--- src/rtl/dds_pkg.sv ---
// Shared definitions for the DDS frequency-sweep controller slice:
// default widths and the sweep state encoding.
package dds_pkg;

    localparam int FTW_W_DEF   = 32;
    localparam int DWELL_W_DEF = 16;

    typedef enum logic [0:0] {
        IDLE = 1'b0,
        RUN  = 1'b1
    } sweep_state_t;

endpackage

--- src/rtl/dds_sweep_ctrl_if.sv ---
// Control/status bundle between a sweep requester and dds_sweep_ctrl.
// The phase_clr signal exists only when DDS_PHASE_CLR_EN is defined.
interface dds_sweep_ctrl_if
    import dds_pkg::*;
#(
    parameter int FTW_W   = FTW_W_DEF,
    parameter int DWELL_W = DWELL_W_DEF
);

    logic               start;
    logic               stop;
    logic               mode;
    logic [FTW_W-1:0]   ftw_start;
    logic [FTW_W-1:0]   ftw_stop;
    logic [FTW_W-1:0]   ftw_step;
    logic [DWELL_W-1:0] dwell;
    logic [FTW_W-1:0]   ftw;
    logic               ftw_valid;
    logic               busy;
    logic               done;
    logic               cfg_err;
`ifdef DDS_PHASE_CLR_EN
    logic               phase_clr;
`endif

    // Requester side: issues commands and configuration, observes the sweep.
    modport master (
        output start, stop, mode, ftw_start, ftw_stop, ftw_step, dwell,
`ifdef DDS_PHASE_CLR_EN
        input  phase_clr,
`endif
        input  ftw, ftw_valid, busy, done, cfg_err
    );

    // Controller side.
    modport slave (
        input  start, stop, mode, ftw_start, ftw_stop, ftw_step, dwell,
`ifdef DDS_PHASE_CLR_EN
        output phase_clr,
`endif
        output ftw, ftw_valid, busy, done, cfg_err
    );

endinterface

--- src/rtl/dds_dwell_timer.sv ---
// Loadable dwell down-counter. A load value of zero is treated as one.
// expire is registered and is high during the last cycle of each dwell.
module dds_dwell_timer
    import dds_pkg::*;
#(
    parameter int DWELL_W = DWELL_W_DEF
) (
    input  logic               clk_50mhz,
    input  logic               rst,
    input  logic               load,
    input  logic [DWELL_W-1:0] value,
    output logic               expire
);

    localparam logic [DWELL_W-1:0] CNT_ZERO = {DWELL_W{1'b0}};
    localparam logic [DWELL_W-1:0] CNT_ONE  = {{(DWELL_W-1){1'b0}}, 1'b1};

    logic [DWELL_W-1:0] count_d, count_q;
    logic               expire_d, expire_q;

    // Next count: reload (zero promoted to one), otherwise count down to zero and park.
    always_comb begin
        count_d = count_q;
        if (load) begin
            if (value == CNT_ZERO) begin
                count_d = CNT_ONE;
            end else begin
                count_d = value;
            end
        end else if (count_q != CNT_ZERO) begin
            count_d = count_q - CNT_ONE;
        end else begin
            count_d = count_q;
        end
        expire_d = (count_d == CNT_ONE);
    end

    // Counter and expire flag registers.
    always_ff @(posedge clk_50mhz) begin
        if (rst) begin
            count_q  <= CNT_ZERO;
            expire_q <= 1'b0;
        end else begin
            count_q  <= count_d;
            expire_q <= expire_d;
        end
    end

    assign expire = expire_q;

endmodule

--- src/rtl/dds_sweep_ctrl.sv ---
// Linear frequency-sweep controller feeding the FTW of a DDS core.
// Steps ftw from start to stop (saturating at stop, never wrapping), holding
// each value for max(dwell,1) cycles, single-shot or continuous.
// Optional feature macro: DDS_PHASE_CLR_EN adds phase_clr, which pulses with
// every ftw_valid that loads the first value of a pass.
module dds_sweep_ctrl
    import dds_pkg::*;
#(
    parameter int FTW_W   = FTW_W_DEF,
    parameter int DWELL_W = DWELL_W_DEF
) (
    input  logic             clk_50mhz,
    input  logic             rst,
    dds_sweep_ctrl_if.slave  bus
);

    localparam logic [FTW_W-1:0]   FTW_ZERO   = {FTW_W{1'b0}};
    localparam logic [DWELL_W-1:0] DWELL_ZERO = {DWELL_W{1'b0}};

    sweep_state_t       state_d, state_q;
    logic [FTW_W-1:0]   ftw_d, ftw_q;
    logic [FTW_W-1:0]   cfg_start_d, cfg_start_q;
    logic [FTW_W-1:0]   cfg_stop_d, cfg_stop_q;
    logic [FTW_W-1:0]   cfg_step_d, cfg_step_q;
    logic               cfg_mode_d, cfg_mode_q;
    logic [DWELL_W-1:0] cfg_dwell_d, cfg_dwell_q;
    logic               ftw_valid_d, ftw_valid_q;
    logic               busy_d, busy_q;
    logic               done_d, done_q;
    logic               cfg_err_d, cfg_err_q;
`ifdef DDS_PHASE_CLR_EN
    logic               phase_clr_d, phase_clr_q;
`endif

    logic               timer_load_s;
    logic [DWELL_W-1:0] timer_value_s;
    logic               timer_expire_s;
    logic [FTW_W:0]     sum_s;

    dds_dwell_timer #(
        .DWELL_W (DWELL_W)
    ) u_dwell_timer (
        .clk_50mhz (clk_50mhz),
        .rst       (rst),
        .load      (timer_load_s),
        .value     (timer_value_s),
        .expire    (timer_expire_s)
    );

    // Sweep sequencing: next state, next FTW, configuration latch and output pulses.
    always_comb begin
        state_d       = state_q;
        ftw_d         = ftw_q;
        cfg_start_d   = cfg_start_q;
        cfg_stop_d    = cfg_stop_q;
        cfg_step_d    = cfg_step_q;
        cfg_mode_d    = cfg_mode_q;
        cfg_dwell_d   = cfg_dwell_q;
        ftw_valid_d   = 1'b0;
        busy_d        = busy_q;
        done_d        = 1'b0;
        cfg_err_d     = 1'b0;
        timer_load_s  = 1'b0;
        timer_value_s = cfg_dwell_q;
`ifdef DDS_PHASE_CLR_EN
        phase_clr_d   = 1'b0;
`endif
        // Carry-extended sum so an overflowing step still saturates at stop.
        sum_s = {1'b0, ftw_q} + {1'b0, cfg_step_q};

        case (state_q)
            IDLE: begin
                busy_d = 1'b0;
                // stop has priority over a coincident start.
                if (bus.start && !bus.stop) begin
                    if ((bus.ftw_step == FTW_ZERO) || (bus.ftw_start > bus.ftw_stop)) begin
                        cfg_err_d = 1'b1;
                    end else begin
                        cfg_start_d   = bus.ftw_start;
                        cfg_stop_d    = bus.ftw_stop;
                        cfg_step_d    = bus.ftw_step;
                        cfg_mode_d    = bus.mode;
                        cfg_dwell_d   = bus.dwell;
                        ftw_d         = bus.ftw_start;
                        ftw_valid_d   = 1'b1;
                        busy_d        = 1'b1;
                        timer_load_s  = 1'b1;
                        timer_value_s = bus.dwell;
                        state_d       = RUN;
`ifdef DDS_PHASE_CLR_EN
                        phase_clr_d   = 1'b1;
`endif
                    end
                end else begin
                    state_d = IDLE;
                end
            end
            RUN: begin
                if (bus.stop) begin
                    // Abort: freeze ftw where it is, no completion pulse.
                    state_d = IDLE;
                    busy_d  = 1'b0;
                end else if (timer_expire_s) begin
                    if (ftw_q != cfg_stop_q) begin
                        if (sum_s >= {1'b0, cfg_stop_q}) begin
                            ftw_d = cfg_stop_q;
                        end else begin
                            ftw_d = sum_s[FTW_W-1:0];
                        end
                        ftw_valid_d  = 1'b1;
                        timer_load_s = 1'b1;
                    end else if (cfg_mode_q) begin
                        // Continuous: restart the pass with no gap cycle.
                        ftw_d        = cfg_start_q;
                        ftw_valid_d  = 1'b1;
                        timer_load_s = 1'b1;
`ifdef DDS_PHASE_CLR_EN
                        phase_clr_d  = 1'b1;
`endif
                    end else begin
                        state_d = IDLE;
                        busy_d  = 1'b0;
                        done_d  = 1'b1;
                    end
                end else begin
                    state_d = RUN;
                end
            end
            default: begin
                state_d = IDLE;
                busy_d  = 1'b0;
            end
        endcase
    end

    // State, configuration and registered outputs.
    always_ff @(posedge clk_50mhz) begin
        if (rst) begin
            state_q     <= IDLE;
            ftw_q       <= FTW_ZERO;
            cfg_start_q <= FTW_ZERO;
            cfg_stop_q  <= FTW_ZERO;
            cfg_step_q  <= FTW_ZERO;
            cfg_mode_q  <= 1'b0;
            cfg_dwell_q <= DWELL_ZERO;
            ftw_valid_q <= 1'b0;
            busy_q      <= 1'b0;
            done_q      <= 1'b0;
            cfg_err_q   <= 1'b0;
`ifdef DDS_PHASE_CLR_EN
            phase_clr_q <= 1'b0;
`endif
        end else begin
            state_q     <= state_d;
            ftw_q       <= ftw_d;
            cfg_start_q <= cfg_start_d;
            cfg_stop_q  <= cfg_stop_d;
            cfg_step_q  <= cfg_step_d;
            cfg_mode_q  <= cfg_mode_d;
            cfg_dwell_q <= cfg_dwell_d;
            ftw_valid_q <= ftw_valid_d;
            busy_q      <= busy_d;
            done_q      <= done_d;
            cfg_err_q   <= cfg_err_d;
`ifdef DDS_PHASE_CLR_EN
            phase_clr_q <= phase_clr_d;
`endif
        end
    end

    assign bus.ftw       = ftw_q;
    assign bus.ftw_valid = ftw_valid_q;
    assign bus.busy      = busy_q;
    assign bus.done      = done_q;
    assign bus.cfg_err   = cfg_err_q;
`ifdef DDS_PHASE_CLR_EN
    assign bus.phase_clr = phase_clr_q;
`endif

endmodule

--- src/flat_wrapper.sv ---
// flat-port wrapper written by rule: the top's interface ports become plain ports
module dds_sweep_ctrl_flat import dds_pkg::*;
#(
    parameter int FTW_W   = FTW_W_DEF,
    parameter int DWELL_W = DWELL_W_DEF
)
  (clk_50mhz, rst, bus_start, bus_stop, bus_mode, bus_ftw_start, bus_ftw_stop, bus_ftw_step, bus_dwell, bus_ftw, bus_ftw_valid, bus_busy, bus_done, bus_cfg_err);
  dds_sweep_ctrl_if #(.FTW_W(FTW_W), .DWELL_W(DWELL_W)) bus_i ();
  input  logic clk_50mhz;
  input  logic rst;
  input wire logic [$bits(bus_i.start)-1:0] bus_start;
  input wire logic [$bits(bus_i.stop)-1:0] bus_stop;
  input wire logic [$bits(bus_i.mode)-1:0] bus_mode;
  input wire logic [$bits(bus_i.ftw_start)-1:0] bus_ftw_start;
  input wire logic [$bits(bus_i.ftw_stop)-1:0] bus_ftw_stop;
  input wire logic [$bits(bus_i.ftw_step)-1:0] bus_ftw_step;
  input wire logic [$bits(bus_i.dwell)-1:0] bus_dwell;
  output wire logic [$bits(bus_i.ftw)-1:0] bus_ftw;
  output wire logic [$bits(bus_i.ftw_valid)-1:0] bus_ftw_valid;
  output wire logic [$bits(bus_i.busy)-1:0] bus_busy;
  output wire logic [$bits(bus_i.done)-1:0] bus_done;
  output wire logic [$bits(bus_i.cfg_err)-1:0] bus_cfg_err;
  assign bus_i.start = bus_start;
  assign bus_i.stop = bus_stop;
  assign bus_i.mode = bus_mode;
  assign bus_i.ftw_start = bus_ftw_start;
  assign bus_i.ftw_stop = bus_ftw_stop;
  assign bus_i.ftw_step = bus_ftw_step;
  assign bus_i.dwell = bus_dwell;
  assign bus_ftw = bus_i.ftw;
  assign bus_ftw_valid = bus_i.ftw_valid;
  assign bus_busy = bus_i.busy;
  assign bus_done = bus_i.done;
  assign bus_cfg_err = bus_i.cfg_err;
  dds_sweep_ctrl #(.FTW_W(FTW_W), .DWELL_W(DWELL_W)) u_core (.clk_50mhz(clk_50mhz), .rst(rst), .bus(bus_i));
endmodule
--- config.mk ---
export PLATFORM = sky130hd
export DESIGN_NAME = dds_sweep_ctrl_flat
export DESIGN_NICKNAME = d
export VERILOG_FILES = /design/src/rtl/dds_pkg.sv /design/src/rtl/dds_sweep_ctrl_if.sv /design/src/rtl/dds_dwell_timer.sv /design/src/rtl/dds_sweep_ctrl.sv /design/src/flat_wrapper.sv
export SDC_FILE = /design/constraint.sdc
export NUM_CORES = 1
export LEC_CHECK = 0
export CORE_MARGIN = 2
export CORE_UTILIZATION = 40
export CTS_BUF_LIST = sky130_fd_sc_hd__clkbuf_2
export DETAILED_ROUTE_END_ITERATION = 10
export PLACE_DENSITY_LB_ADDON = 0.15
export SYNTH_ARGS = -nofsm -noshare
export SYNTH_HDL_FRONTEND = slang
export SYNTH_SLANG_ARGS = --single-unit
--- constraint.sdc ---
create_clock -name clk_50mhz -period 5.4 [get_ports clk_50mhz]
set_clock_uncertainty 0.2 [all_clocks]
set_input_delay 0.81 -clock clk_50mhz [delete_from_list [all_inputs] [get_ports clk_50mhz]]
set_output_delay 0.81 -clock clk_50mhz [all_outputs]
set_load 0.03 [all_outputs]
==> run summary <==
RUN STATUS
-----------------------------------------------------------------------------
Result of the run .............................................. finished, final reports clean

DETAILED ROUTING
-----------------------------------------------------------------------------
Residual DRC count .............................................            0
Total length of routed met3 wires ..............................      1580 um
Routed Wire Length .............................................     34500 um
Post-detailed-route count of antenna-violating nets ............            0
DRT Pass-1 Iters ...............................................            5
Highest metal used .............................................         met4
Detail-routed net length per standard cell .....................      18.7 um
Post-Route M1 WL ...............................................     16600 um
Detail Route met2 WL ...........................................     15500 um
Drt first-iter violations ......................................          708
Total number of vias ...........................................        10000
Via-per-instance ratio .........................................         5.44

SYNTHESIS
-----------------------------------------------------------------------------
Library cells used by synthesis ................................           66
Post-synthesis area per instance ...............................   8.31 sq um
Count of flip-flops with a built-in enable after synthesis .....            0
Yosys warns ....................................................            0
Sequential area share after synthesis ..........................        30.7%
Cell area after synthesis ......................................  10900 sq um
Share of synthesized registers carrying an async set or reset ..           0%
Register bit total from synthesis ..............................          167
Synth Instances ................................................         1310
Post-Synthesis Net Count .......................................         1526
Top flip-flop cell by instance count after synthesis ........... sky130_fd_sc_hd__dfxtp_1

WORST HOLD PATH
-----------------------------------------------------------------------------
Origin of the worst min-delay path ............................. u_core.bus.busy$_SDFFE_PP0P_
Class of the tightest hold or removal check .................... register to register
Hold Crit Depth ................................................            1
Endpoint with the worst hold slack ............................. u_core.bus.busy$_SDFFE_PP0P_

CRITICAL PATH
-----------------------------------------------------------------------------
Critical path class ............................................ register to register
Required time reported for the critical path endpoint ..........      5.86 ns
Source of the worst register-to-register timing path ........... u_core.bus.ftw[0]$_SDFFE_PP0P_
Critical-path maximum fanout ...................................            4
Crit end category ..............................................     register
Arrival time of the worst setup path ...........................      5.59 ns
Setup slack on the worst flop-to-flop path .....................      0.28 ns
Depth of the worst register-to-register path ...................           24
Worst Setup Start Kind .........................................     register
Worst R2R End .................................................. u_core.bus.ftw[23]$_SDFFE_PP0P_

GRT
-----------------------------------------------------------------------------
Overall global routing resource usage ..........................        24.2%
Pin count of the biggest net entering global routing ...........           77
Antenna violations before repair ...............................            1
Total overflow reported by the global router ...................            0
Number of global-route vias before repair ......................         9587
Wire length of the first global-routing pass ...................     53700 um

PLACED DESIGN
-----------------------------------------------------------------------------
Number of buffer cells added on primary ports ..................          152
Placed Area ....................................................  13100 sq um
HPWL Detailed ..................................................     26500 um
# placed instances .............................................         1805
Final weighted congestion in routability-driven placement ......        0.917

CTS
-----------------------------------------------------------------------------
Total number of clock tree sinks ...............................          167
Root buffer selected by CTS .................................... sky130_fd_sc_hd__clkbuf_2
Buffer depth of the longest clock path .........................            2
Clock tree from TritonCTS ......................................        built
Inserted Clock Buffers .........................................           17
Clock Pin Slew Worst Setup and Hold Paths ......................      0.25 ns
Clock network latency to the later pin of the worst-skew pair ..      0.82 ns
Depth of the CTS H-tree ........................................            4

FINAL LAYOUT
-----------------------------------------------------------------------------
Leading cell type in the layout, fill and taps excluded ........ sky130_fd_sc_hd__nor2_1
Area growth from synthesis to layout ...........................        24.1%
# fillers ......................................................         2612
Share of post-route cells with drive strength above 1 ..........        12.1%
Count of nets after finishing ..................................         1707
Final design area excluding fillers ............................  13500 sq um
Number of standard cells in the final layout excluding fillers .         1846
Leading cell types in the layout, fill and taps excluded ....... sky130_fd_sc_hd__nor2_1, sky130_fd_sc_hd__dfxtp_1, sky130_fd_sc_hd__clkdlybuf4s50_1

POWER
-----------------------------------------------------------------------------
Logic pwr share ................................................        42.6%
Clock share of power ...........................................        18.4%
P_int ..........................................................      2280 uW
Leakage ........................................................   0.00546 uW
Power Density ..................................................  280 nW/um^2
Sequential share of power ......................................        39.0%
Worst vdd ir ...................................................     0.153 mV
Net switching power of the design ..............................      1500 uW
Switch share ...................................................        39.7%

STA
-----------------------------------------------------------------------------
Achievable Freq ................................................      195 MHz
Final hold violation count .....................................            0
Worst Max-Slew Pin Slew ........................................      1.16 ns
Min Tclk post-route ............................................      5.12 ns
Final setup violation count ....................................            0
Max transition margin ..........................................        22.5%
Final Max Slew Viols ...........................................            0
Fraction of the cycle the final worst path needs ...............        94.9%

FLOORPLAN
-----------------------------------------------------------------------------
DIE AREA .......................................................  28500 sq um
I/O pin count ..................................................          153
Width of the die ...............................................       169 um
Overall die height .............................................       169 um
Core Area ......................................................  26800 sq um
Std cell rows ..................................................           60
Starting Density ...............................................        40.6%

FLOW RUN
-----------------------------------------------------------------------------
Number of max-cap violations ...................................            0

[logic make-up (layout without fill, tap and decap cells)]
kind of cell	Yosys count	in the layout	share of synthesized area (%)
AO/OA/AOI/OAI	262	262	15.9
adder cells (fa/ha/maj)	99	99	11.4
buffers and inverters	175	369	6.43
multiplexers	139	139	12.9
XOR/XNOR	75	75	6.03
AND/OR/NAND/NOR	393	393	16.6
flip-flops	167	167	30.7
other	0	1	0
[power by group through the flow]
stage / sequential, uW / combinational, uW / clock, uW
after floorplan: 1490 / 997 / 0
after global placement: 1490 / 1550 / 0
after detailed placement: 1490 / 1560 / 0
after CTS: 1470 / 1580 / 714
after global routing: 1490 / 1760 / 763
final: 1480 / 1610 / 694
[worst max path at each step]
stage	start	endpoint	slack (ns)
after floorplan	u_core.bus.ftw[9]$_SDFFE_PP0P_	u_core.bus.ftw[24]$_SDFFE_PP0P_	0.30
after global placement	u_core.bus.ftw[0]$_SDFFE_PP0P_	u_core.bus.ftw[23]$_SDFFE_PP0P_	0.05
after detailed placement	u_core.bus.ftw[0]$_SDFFE_PP0P_	u_core.bus.ftw[19]$_SDFFE_PP0P_	-0.11
after CTS	u_core.bus.ftw[0]$_SDFFE_PP0P_	u_core.bus.ftw[23]$_SDFFE_PP0P_	0.004
after global routing	u_core.bus.ftw[0]$_SDFFE_PP0P_	u_core.bus.ftw[23]$_SDFFE_PP0P_	-0.02
final	u_core.bus.ftw[0]$_SDFFE_PP0P_	u_core.bus.ftw[23]$_SDFFE_PP0P_	0.28
[per-layer routing]
layer,vias up,global-route usage [%]
met3,46,4.33
met1,4728,33.6
li1,5006,-
met2,264,38.3
met5,-,0
met4,0,7.08
[Yosys cell counts, types with 6 or more instances]
| cell type | count | share of area (%) |
|---|---|---|
| sky130_fd_sc_hd__nand2_1 | 95 | 3.3 |
| sky130_fd_sc_hd__a31oi_1 | 31 | 1.8 |
| sky130_fd_sc_hd__nand4_1 | 35 | 2.0 |
| sky130_fd_sc_hd__xnor2_1 | 61 | 4.9 |
| sky130_fd_sc_hd__o21ai_0 | 82 | 3.8 |
| sky130_fd_sc_hd__o211ai_1 | 7 | 0.48 |
| sky130_fd_sc_hd__nor2b_1 | 6 | 0.34 |
| sky130_fd_sc_hd__mux2i_1 | 126 | 12 |
| sky130_fd_sc_hd__a21oi_1 | 54 | 2.5 |
| sky130_fd_sc_hd__nor4_1 | 26 | 1.5 |
| sky130_fd_sc_hd__nand2b_1 | 8 | 0.46 |
| sky130_fd_sc_hd__ha_1 | 98 | 11 |
| sky130_fd_sc_hd__nor2_1 | 173 | 6.0 |
| sky130_fd_sc_hd__xor2_1 | 14 | 1.1 |
| sky130_fd_sc_hd__mux2_2 | 13 | 1.3 |
| sky130_fd_sc_hd__nor3_1 | 12 | 0.55 |
| sky130_fd_sc_hd__buf_2 | 19 | 0.87 |
| sky130_fd_sc_hd__inv_1 | 107 | 3.7 |
| sky130_fd_sc_hd__a211oi_1 | 8 | 0.55 |
| sky130_fd_sc_hd__a21o_1 | 10 | 0.69 |
| sky130_fd_sc_hd__dfxtp_1 | 167 | 31 |
| sky130_fd_sc_hd__clkbuf_1 | 44 | 1.5 |
| sky130_fd_sc_hd__nand3_1 | 15 | 0.69 |
| sky130_fd_sc_hd__o221a_2 | 24 | 2.5 |
[state kept, by name, summed over array words and instances (netlist names)]
register                      flops
u_core.cfg_start_q               32
u_core.bus.cfg_err                1
u_core.u_dwell_timer.count_q     16
u_core.bus.busy                   1
u_core.bus.done                   1
u_core.cfg_dwell_q               16
u_core.cfg_step_q                32
u_core.bus.ftw                   32
u_core.state_q                    1
u_core.u_dwell_timer.expire       1
u_core.bus.ftw_valid              1
u_core.cfg_mode_q                 1
u_core.cfg_stop_q                32
[per-stage QoR]
stage | TNS, ns | hold slack (ns) | power (uW) | util, % | worst slack [ns]
global placement | 0 | 0.257 | 3040 | 48.9 | 0.0509
finish | 0 | 0.304 | 3780 | 50.4 | 0.275
detailed placement | -1.07 | 0.258 | 3060 | 48.9 | -0.113
floorplan | 0 | 0.255 | 2490 | - | 0.295
CTS | 0 | 0.292 | 3770 | 49.9 | 0.00383
global route | -0.0750 | 0.297 | 4020 | 50.4 | -0.0186
[layout make-up]
class | instances | area (sq um) | share of cell area [%]
sequential | 167 | 3350 | 24.8
inverter | 108 | 405 | 3.00
clock inverter | 15 | 143 | 1.06
clock buffer | 17 | 85.1 | 0.630
multi-input combinational | 968 | 6950 | 51.5
timing repair buffer | 229 | 2140 | 15.9
antenna | 1 | 2.50 | 0.0185
tap | 341 | 427 | 3.16
[critical path, cell delays in order, from the launching register on]
cell and delay [ns]:
sky130_fd_sc_hd__dfxtp_2 0.39, sky130_fd_sc_hd__ha_1 0.18, sky130_fd_sc_hd__fa_1 0.21, sky130_fd_sc_hd__a21o_1 0.18, sky130_fd_sc_hd__a31oi_2 0.12, sky130_fd_sc_hd__or3_4 0.43
sky130_fd_sc_hd__a211oi_4 0.23, sky130_fd_sc_hd__o211a_1 0.23, sky130_fd_sc_hd__o211ai_1 0.11, sky130_fd_sc_hd__a21oi_1 0.19, sky130_fd_sc_hd__nor2_2 0.08, sky130_fd_sc_hd__xnor2_2 0.24
sky130_fd_sc_hd__ha_4 0.25, sky130_fd_sc_hd__a211oi_2 0.20, sky130_fd_sc_hd__o21ai_1 0.13, sky130_fd_sc_hd__a2111oi_2 0.25, sky130_fd_sc_hd__nand4_1 0.14, sky130_fd_sc_hd__o2111ai_1 0.10
sky130_fd_sc_hd__o2111ai_1 0.16, sky130_fd_sc_hd__buf_4 0.17, sky130_fd_sc_hd__nor2_4 0.13, sky130_fd_sc_hd__buf_4 0.14, sky130_fd_sc_hd__mux2_2 0.34, sky130_fd_sc_hd__a21oi_1 0.15
sky130_fd_sc_hd__nor4_1 0.07
[what timing repair did]
action / CTS / global route
pin swaps: 1 / 12
setup endpoints to repair: 31 / 32
buffers inserted: 1 / 7
resized for setup: 9 / 19
hold buffers: 0 / 0
gates cloned: 0 / 0
(Power assumes the default switching activity.)
